<file path="src/rtl/gcd_pkg.sv">
// Shared FSM encoding and FIFO sizing helper for the GCD engine.
package gcd_pkg;

  localparam logic [0:0] S_IDLE = 1'b0;
  localparam logic [0:0] S_BUSY = 1'b1;

  function automatic int ptr_w(input int depth);
    return (depth > 1) ? $clog2(depth) : 1;
  endfunction

endpackage

</file>
<file path="src/rtl/gcd_result_fifo.sv">
// Result FIFO: registered storage, head driven to zero while empty, no bypass.
module gcd_result_fifo
  import gcd_pkg::*;
#(
  parameter int DW    = 36,
  parameter int DEPTH = 4
) (
  input  logic                      clk,
  input  logic                      rst_n,
  input  logic                      push,
  input  logic [DW-1:0]             din,
  input  logic                      pop,
  output logic [DW-1:0]             dout,
  output logic [ptr_w(DEPTH):0]     count,
  output logic                      full,
  output logic                      empty
);

  localparam int PW = ptr_w(DEPTH);
  localparam logic [PW:0] C_FULL = (PW+1)'(DEPTH);

  logic [DW-1:0] r_mem [DEPTH];
  logic [PW-1:0] r_wr;
  logic [PW-1:0] r_rd;
  logic [PW:0]   r_cnt;
  logic          w_push;
  logic          w_pop;

  assign empty  = (r_cnt == '0);
  assign full   = (r_cnt == C_FULL);
  assign count  = r_cnt;
  assign w_pop  = pop && !empty;
  assign w_push = push && (!full || w_pop);
  assign dout   = empty ? '0 : r_mem[r_rd];

  always_ff @(posedge clk) begin
    if (w_push) r_mem[r_wr] <= din;
  end

  // DEPTH is a power of two, so pointers wrap naturally
  always_ff @(posedge clk or negedge rst_n) begin
    if (!rst_n) begin
      r_wr  <= '0;
      r_rd  <= '0;
      r_cnt <= '0;
    end else begin
      if (w_push) r_wr <= r_wr + 1'b1;
      if (w_pop)  r_rd <= r_rd + 1'b1;
      case ({w_push, w_pop})
        2'b10:   r_cnt <= r_cnt + 1'b1;
        2'b01:   r_cnt <= r_cnt - 1'b1;
        default: r_cnt <= r_cnt;
      endcase
    end
  end

endmodule

</file>
<file path="src/rtl/gcd_engine_p.sv">
// Subtract/swap GCD engine with tagged requests and a result FIFO.
// Define GCD_CYCLE_COUNT_EN to store and report a per-result iteration count.
module gcd_engine_p
  import gcd_pkg::*;
#(
  parameter int WIDTH = 32,
  parameter int DEPTH = 4,
  parameter int TAG_W = 4,
  parameter int CNT_W = 16
) (
  input  logic             CLK,
  input  logic             RST_N,
  input  logic [WIDTH-1:0] start_a,
  input  logic [WIDTH-1:0] start_b,
  input  logic [TAG_W-1:0] start_tag,
  input  logic             EN_start,
  output logic             RDY_start,
  input  logic             EN_getResult,
  output logic [WIDTH-1:0] getResult,
  output logic [TAG_W-1:0] getResult_tag,
  output logic             RDY_getResult,
  output logic             busy
`ifdef GCD_CYCLE_COUNT_EN
  ,output logic [CNT_W-1:0] getResult_cycles
`endif
);

  localparam int PW = ptr_w(DEPTH);
  localparam logic [PW:0] C_DEPTH = (PW+1)'(DEPTH);
`ifdef GCD_CYCLE_COUNT_EN
  localparam int DW = WIDTH + TAG_W + CNT_W;
`else
  localparam int DW = WIDTH + TAG_W;
`endif

  logic [0:0]       r_state;
  logic [WIDTH-1:0] r_x;
  logic [WIDTH-1:0] r_y;
  logic [TAG_W-1:0] r_tag;
`ifdef GCD_CYCLE_COUNT_EN
  logic [CNT_W-1:0] r_cnt;
`endif

  logic             w_accept;
  logic             w_pop;
  logic             w_x_zero;
  logic             w_y_zero;
  logic             w_done;
  logic             w_push;
  logic [WIDTH-1:0] w_result;
  logic [DW-1:0]    w_din;
  logic [DW-1:0]    w_head;
  logic [PW:0]      w_count;
  logic             w_full;
  logic             w_empty;

  assign w_x_zero = (r_x == '0);
  assign w_y_zero = (r_y == '0);
  assign w_done   = (r_state == S_BUSY) && (w_x_zero || w_y_zero);
  assign w_push   = w_done && !w_full;
  assign w_result = w_x_zero ? r_y : r_x;

  // Gated by RST_N so the host never sees ready while reset is held
  assign RDY_start     = RST_N && (r_state == S_IDLE) && (w_count < C_DEPTH);
  assign RDY_getResult = !w_empty;
  assign busy          = (r_state == S_BUSY);
  assign w_accept      = EN_start && RDY_start;
  assign w_pop         = EN_getResult && RDY_getResult;

`ifdef GCD_CYCLE_COUNT_EN
  assign w_din            = {r_cnt, r_tag, w_result};
  assign getResult_cycles = w_head[WIDTH+TAG_W +: CNT_W];
`else
  assign w_din = {r_tag, w_result};
`endif
  assign getResult     = w_head[WIDTH-1:0];
  assign getResult_tag = w_head[WIDTH +: TAG_W];

  always_ff @(posedge CLK or negedge RST_N) begin
    if (!RST_N) begin
      r_state <= S_IDLE;
      r_x     <= '0;
      r_y     <= '0;
      r_tag   <= '0;
`ifdef GCD_CYCLE_COUNT_EN
      r_cnt   <= '0;
`endif
    end else begin
      case (r_state)
        S_IDLE: begin
          if (w_accept) begin
            r_x     <= start_a;
            r_y     <= start_b;
            r_tag   <= start_tag;
`ifdef GCD_CYCLE_COUNT_EN
            r_cnt   <= '0;
`endif
            r_state <= S_BUSY;
          end
        end
        default: begin
          if (w_x_zero || w_y_zero) begin
            r_state <= S_IDLE;
          end else begin
            // Keep x <= y so the subtract never underflows
            if (r_x > r_y) begin
              r_x <= r_y;
              r_y <= r_x;
            end else begin
              r_y <= r_y - r_x;
            end
`ifdef GCD_CYCLE_COUNT_EN
            if (r_cnt != '1) r_cnt <= r_cnt + 1'b1;
`endif
          end
        end
      endcase
    end
  end

  gcd_result_fifo #(
    .DW    (DW),
    .DEPTH (DEPTH)
  ) u_fifo (
    .clk   (CLK),
    .rst_n (RST_N),
    .push  (w_push),
    .din   (w_din),
    .pop   (w_pop),
    .dout  (w_head),
    .count (w_count),
    .full  (w_full),
    .empty (w_empty)
  );

endmodule

</file>
<file path="config.mk">
export PLATFORM = sky130hd
export DESIGN_NAME = gcd_engine_p
export DESIGN_NICKNAME = d
export VERILOG_FILES = /design/src/rtl/gcd_pkg.sv /design/src/rtl/gcd_result_fifo.sv /design/src/rtl/gcd_engine_p.sv
export SDC_FILE = /design/constraint.sdc
export NUM_CORES = 1
export LEC_CHECK = 0
export ABC_CLOCK_PERIOD_IN_PS = 4300
export CORE_ASPECT_RATIO = 0.5
export CORE_MARGIN = 4
export CORE_UTILIZATION = 50
export CTS_BUF_LIST = sky130_fd_sc_hd__clkbuf_16
export DETAILED_ROUTE_END_ITERATION = 8
export GPL_ROUTABILITY_DRIVEN = 1
export GPL_TIMING_DRIVEN = 0
export MAX_ROUTING_LAYER = met4
export PLACE_DENSITY = 0.79
export SLEW_MARGIN = 20
export SYNTH_ARGS = -nofsm -noshare
export SYNTH_HDL_FRONTEND = slang
export SYNTH_SLANG_ARGS = --single-unit
</file>
<file path="constraint.sdc">
create_clock -name CLK -period 4.3 [get_ports CLK]
set_input_delay 0.645 -clock CLK [delete_from_list [all_inputs] [get_ports CLK]]
set_output_delay 0.645 -clock CLK [all_outputs]
set_load 0.03 [all_outputs]
</file>
== Word-level counts from Yosys, hierarchy flattened ==
Memory sizes are Yosys's and may differ from the RTL's.
Index checks and enable logic that the tools add are counted.
Operators by class
  $add $sub $neg: 5
  order comparisons: 2
  eq/ne operators: 5
  mux-type cells: 16
  bitwise logic cells: 1
  reductions and logical operators: 20
Operators by type and width (number)
  32-bit 2-to-1 mux: 9
  32-bit zero test: 2
  36-bit 2-to-1 mux: 1
  32-bit greater-than comparator: 1
  32-bit subtractor: 1
  1-bit logical AND: 8
  3-bit case mux with 2 select lines: 1
  1-bit 2-to-1 mux: 5
  2-bit by 1-bit adder with 2-bit output, second input constant: 2
  2-bit AND reduction: 2
  2-bit nonzero test: 2
  3-bit by 1-bit adder with 3-bit output, second input constant: 1
  3-bit equality test, second input constant: 1
  3-bit zero test: 1
  3-bit < comparator, second input constant: 1
  3-bit AND reduction: 1
  3-bit by 1-bit subtractor with 3-bit output, second input constant: 1
  2-bit by 1-bit equality test with 1-bit output, second input constant: 1
  2-bit equality test, second input constant: 1
  1-bit zero test: 2
  1-bit logical OR: 2
  2-bit by 1-bit != test with 1-bit output, second input constant: 1
  2-bit != test, second input constant: 1
  1-bit NOT: 1
Storage, ports and cells
  register bits after elaboration: 76
  RAM bits: 144
  logic and storage cells: 57
  memories: 1
Memory list
  u_fifo.r_mem: depth 4, width 36, read ports 1, clocked after Yosys merged registers in 0, write ports 1, RTL line gcd_result_fifo.sv:22  | logic [DW-1:0] r_mem [DEPTH];

== Longest topological paths before layout ==
  word-level depth: 8
  depth in mapped cells: 14
  mapped depth without buffers: 12

== Hierarchy ==
From an unflattened synthesis, not the netlist that was laid out.
Unflattened totals
  cells, all modules: 992
  area total of the unflattened synthesis: 11491.0 um^2
Modules (own cells, without submodules)
  gcd_result_fifo: instances 1, cells each 282, area each 5958.2 um^2
  gcd_engine_p: instances 1, cells each 710, area each 5532.8 um^2

== Worst setup path after synthesis ==
Ideal clock, no wire load.
  path type: register -> register
  from: register r_x[0]
  to: register r_x[12]
  setup time: 0.127 ns
  arrival time: 2.871 ns
  setup slack: 1.302 ns
  stages on the path, launching flop included: 13
  clock period less this slack: 2.998 ns
  path through: dfrtp_1 > ha_1 > fa_1 > nand2b_1 > a21oi_1 > o2111ai_2 > o31ai_4 > a31oi_2 > o21a_1 > buf_6 > a21oi_4 > clkbuf_2 > o21ai_0
On the way
  longest elaborated chain between the ends: 4
RTL lines
  start: declaration: RTL line gcd_engine_p.sv:37  | logic [WIDTH-1:0] r_x;
  start signal: assignment: RTL line gcd_engine_p.sv:92  | r_x <= start_a;
  start signal: assignment: RTL line gcd_engine_p.sv:107  | r_x <= r_y;
  parallel branches: the longest is 3 deep, another holds 32-bit greater-than comparator
  3-bit AND reduction (no source line) (*)
Mark *: on every way between the ends.
A chain may end at the register's enable or synchronous reset.

== Worst setup path in the final report ==
  from: register r_y[0]
  to: register r_y[0]
On the way
  longest elaborated chain between the ends: 4
RTL lines
  start: declaration: RTL line gcd_engine_p.sv:38  | logic [WIDTH-1:0] r_y;
  start signal: assignment: RTL line gcd_engine_p.sv:93  | r_y <= start_b;
  start signal: assignment: RTL line gcd_engine_p.sv:108  | r_y <= r_x;
  start signal: assignment: RTL line gcd_engine_p.sv:110  | r_y <= r_y - r_x;
  32-bit subtractor (tied with other cells): RTL line gcd_engine_p.sv:110
  32-bit 2-to-1 mux or 1-bit logical OR (tied branches): RTL line gcd_engine_p.sv:106, gcd_engine_p.sv:102
  32-bit 2-to-1 mux or 2-bit != test (tied branches)
  32-bit 2-to-1 mux or 2-bit AND reduction (tied branches)
Several ways; a longest one is shown, not always the timed one. The select of a mux whose other input is x is not followed.

==> summary.md <==
| Metric | Value |
|---|---|
| Worst Skew | `0.0172 ns` |
| DRC viols | `0` |
| Post-cts sizing count | `4` |
| CP Max Fanout | `10` |
| Ys async rst share | `34.5%` |
| Post-synthesis xor/xnor area fraction | `2.62%` |
| Hold WC Path Type | `in2async` |
| CP delay by family, top | `compound AO/OA/AOI/OAI gates` |
| Sequential share of the synthesized area | `54.7%` |
| WP data required | `4.70 ns` |
| WHS | `0.0530 ns` |
| Worst skew pair latency | `0.52 ns` |
| Cells after Synth | `982` |
| Hold Buf Count CTS | `0` |
| Clock Tree Buf Depth | `3` |
| Adder-Cell Fraction of Synth Area | `4.42%` |
| Port bufs | `110` |
| Htree depth | `1` |
| WL final | `34,200 um` |
| CTS Root Cell | `clkbuf_16` |
| Final Hold Viols | `0` |
| Grt ovf | `0` |
| CP Buf/Inv Count | `2` |
| Mux cell area share after synthesis | `10.3%` |
| Share of the synthesized area in the top cell type | `38.0%` |
| Fmax | `0.240 GHz` |
| Syn Nets | `1,093` |
| Top-Level Pins | `111` |
| Final Core Density | `62.3%` |
| Nets | `1,231` |
| RSZ-0062 raised after global routing | `no` |
| DR vias | `8,725` |
| Simple-Gate Fraction of Synth Area | `12.3%` |
| Initial core utilization | `51.7%` |
| Crit path cell chain | `inv_1 -> ha_1 -> fa_1 -> nand2b_1 -> a21oi_1 -> o2111ai_2 -> o31ai_4 -> a31oi_2 -> o21ai_2 -> buf_2 -> nand2_1 -> o211ai_1 -> o21ai_0` |
| Main combinational cell family by area after synthesis | `simple AND/OR/NAND/NOR gates` |
| Largest net degree at the start of global routing | `53` |
| Ys Warns | `0` |
| Die area | `25,400 sq um` |
| Minimum clock period | `4.17 ns` |
| Commonest cells post-synth | `nand2_1, edfxtp_1, dfrtp_1` |
| CP startpoint kind | `flip-flop` |
| Final-report setup violation count | `0` |
| Distinct cell type count of the synthesized netlist | `57` |
| Synth-to-layout area growth | `20.6%` |
| Vias per cell | `6.08` |
| Slew margin rel. | `35.6%` |
| Postcts setup bufs | `0` |
| Period utilization | `97.0%` |
| Setup CP Type | `reg2reg` |
| Outcome | `completed` |
| Die Wd | `221 um` |
| Maximum capacitance violations | `0` |
| Post-synth EDFFs | `144` |
| Max Transition Viols Final | `0` |
| CTS sink cnt | `220` |
| Detailed Route Iter0 Violations | `1,070` |
| Row count | `38` |
| Initial antenna violation count | `0` |
| Top-count cell post-synth | `nand2_1` |
| Total GRT Usage | `27.7%` |
| Synth Area in Compound Gates | `12.0%` |
| Post-synth top area cell | `edfxtp_1` |
| Antenna-violating nets left | `0` |
| Worst Tran Pin Value | `0.960 ns` |
| Top_reg_cell synth | `edfxtp_1` |
| Top cells by area, synth | `edfxtp_1, dfrtp_1, mux4_2` |
| Crit end category | `flip-flop` |
| Clock transition at path regs | `0.07 ns` |
| Core area | `22,000 sq um` |
| Post-DP HPWL | `24,700 um` |
| #FFs+latches synth | `220` |
| CTS tree | `done` |
| First-pass GRT wire length | `52,100 um` |
| GPL Wtd Cong | `1.01` |
| Cell Area, Synth | `11,400 sq um` |
| Total CTS buffers | `21` |
| Slowest cell delay on critical path | `0.74 ns` |
| Die height | `115 um` |
| Final TNS setup | `0 ns` |
| Share of cells above drive strength 1 | `8.99%` |
| Antenna cells | `0` |
| CP Data Arrival Time | `4.57 ns` |
| Avg WL per Cell | `23.8 um` |
| Synthesized area per cell | `11.6 sq um` |
| Crit-path slowest cell | `o21ai_2` |
| Drt pass-1 iters | `8` |
| Vias in the first global route | `8,492` |
## routing by layer
layer  track usage, %  wire [um]
met1             40.5      14900
met2             41.6      15200
met3             4.82       3420
met4             5.03        724
met5                -          0
## worst paths after layout
check / startpoint / to / slack (ns) / depth (start not counted)
min in group CLK: r_x[2] / r_x[2] / 0.52 / 2
worst min register to register: r_x[2] / r_x[2] / 0.52 / 2
max in group asynchronous: RST_N / r_tag[0] / 3.62 / 2
worst max register to register: r_y[0] / r_y[0] / 0.13 / 13
worst min-delay path: RST_N / r_x[11] / 0.05 / 1
worst max-delay path: r_y[0] / r_y[0] / 0.13 / 13
## worst register-to-register path, stage by stage, from the launching register on
cell and delay, ns:
dfrtp_1 0.44, inv_1 0.07, ha_1 0.21, fa_1 0.41, nand2b_1 0.20, a21oi_1 0.33
o2111ai_2 0.29, o31ai_4 0.44, a31oi_2 0.26, o21ai_2 0.74, buf_2 0.41, nand2_1 0.09
o211ai_1 0.08, o21ai_0 0.10
## cell type report
cell class | instances | area [sq um]
fillers | 1657 | 8300
clock inverters | 17 | 199
repair buffers | 115 | 1220
flip-flops and latches | 220 | 6230
well taps | 300 | 375
inverters | 47 | 176
multi-input cells | 666 | 4740
clock buffers | 21 | 526
plain buffers | 49 | 251
## stage by stage
step / setup slack (ns) / area (sq um) / std cells
2_1_floorplan: 1.30 / 11400 / 982
3_3_place_gp: -1.97 / 12900 / 1392
3_5_place_dp: 0.336 / 13000 / 1397
4_1_cts: 0.144 / 13700 / 1435
5_1_grt: 0.0403 / 13700 / 1435
6_report: 0.130 / 13700 / 1435
## sequential cells by signal, summed over array words and instances (netlist names)
register and cells:
r_y 32, u_fifo.r_wr 2, u_fifo.count 3, r_x 32, busy 1, u_fifo.r_rd 2, u_fifo.r_mem 144, r_tag 4
## kinds of logic after synthesis
group,Yosys count
AO/OA/AOI/OAI,223
XOR/XNOR,34
adder cells (fa/ha/maj),39
buffers and inverters,96
flip-flops,220
multiplexers,72
AND/OR/NAND/NOR,298
## cells in the final DEF, fill, tap and decap left out, types with 4 or more instances in the layout
master,Yosys,final
edfxtp_1,144,144
o221ai_1,6,6
inv_1,45,46
nand2b_1,9,9
and2_2,0,4
o21ai_1,5,5
o22ai_1,4,4
mux2i_1,36,36
nor3_1,5,5
a21o_1,19,19
dfrtp_1,76,76
clkbuf_16,0,21
clkinv_1,2,5
xnor2_1,23,23
nor2_1,31,31
nand3_1,6,6
a31oi_1,8,8
xor2_1,11,11
clkbuf_1,34,34
o211ai_1,6,6
clkdlybuf4s50_1,0,109
or3_1,4,4
buf_6,6,6
and2_1,45,41
clkinv_2,0,4
nor4_1,18,18
and3_1,14,14
bufinv_16,0,4
nand4_1,10,10
o21ai_0,70,70
mux4_2,36,36
a211oi_1,10,10
o21a_1,4,4
nand2_1,153,153
a21oi_1,66,66
ha_1,37,37
Power is left out: the tool's default activity adds up to more than one toggle a clock period on the data nets, which glitch-free logic cannot reach.
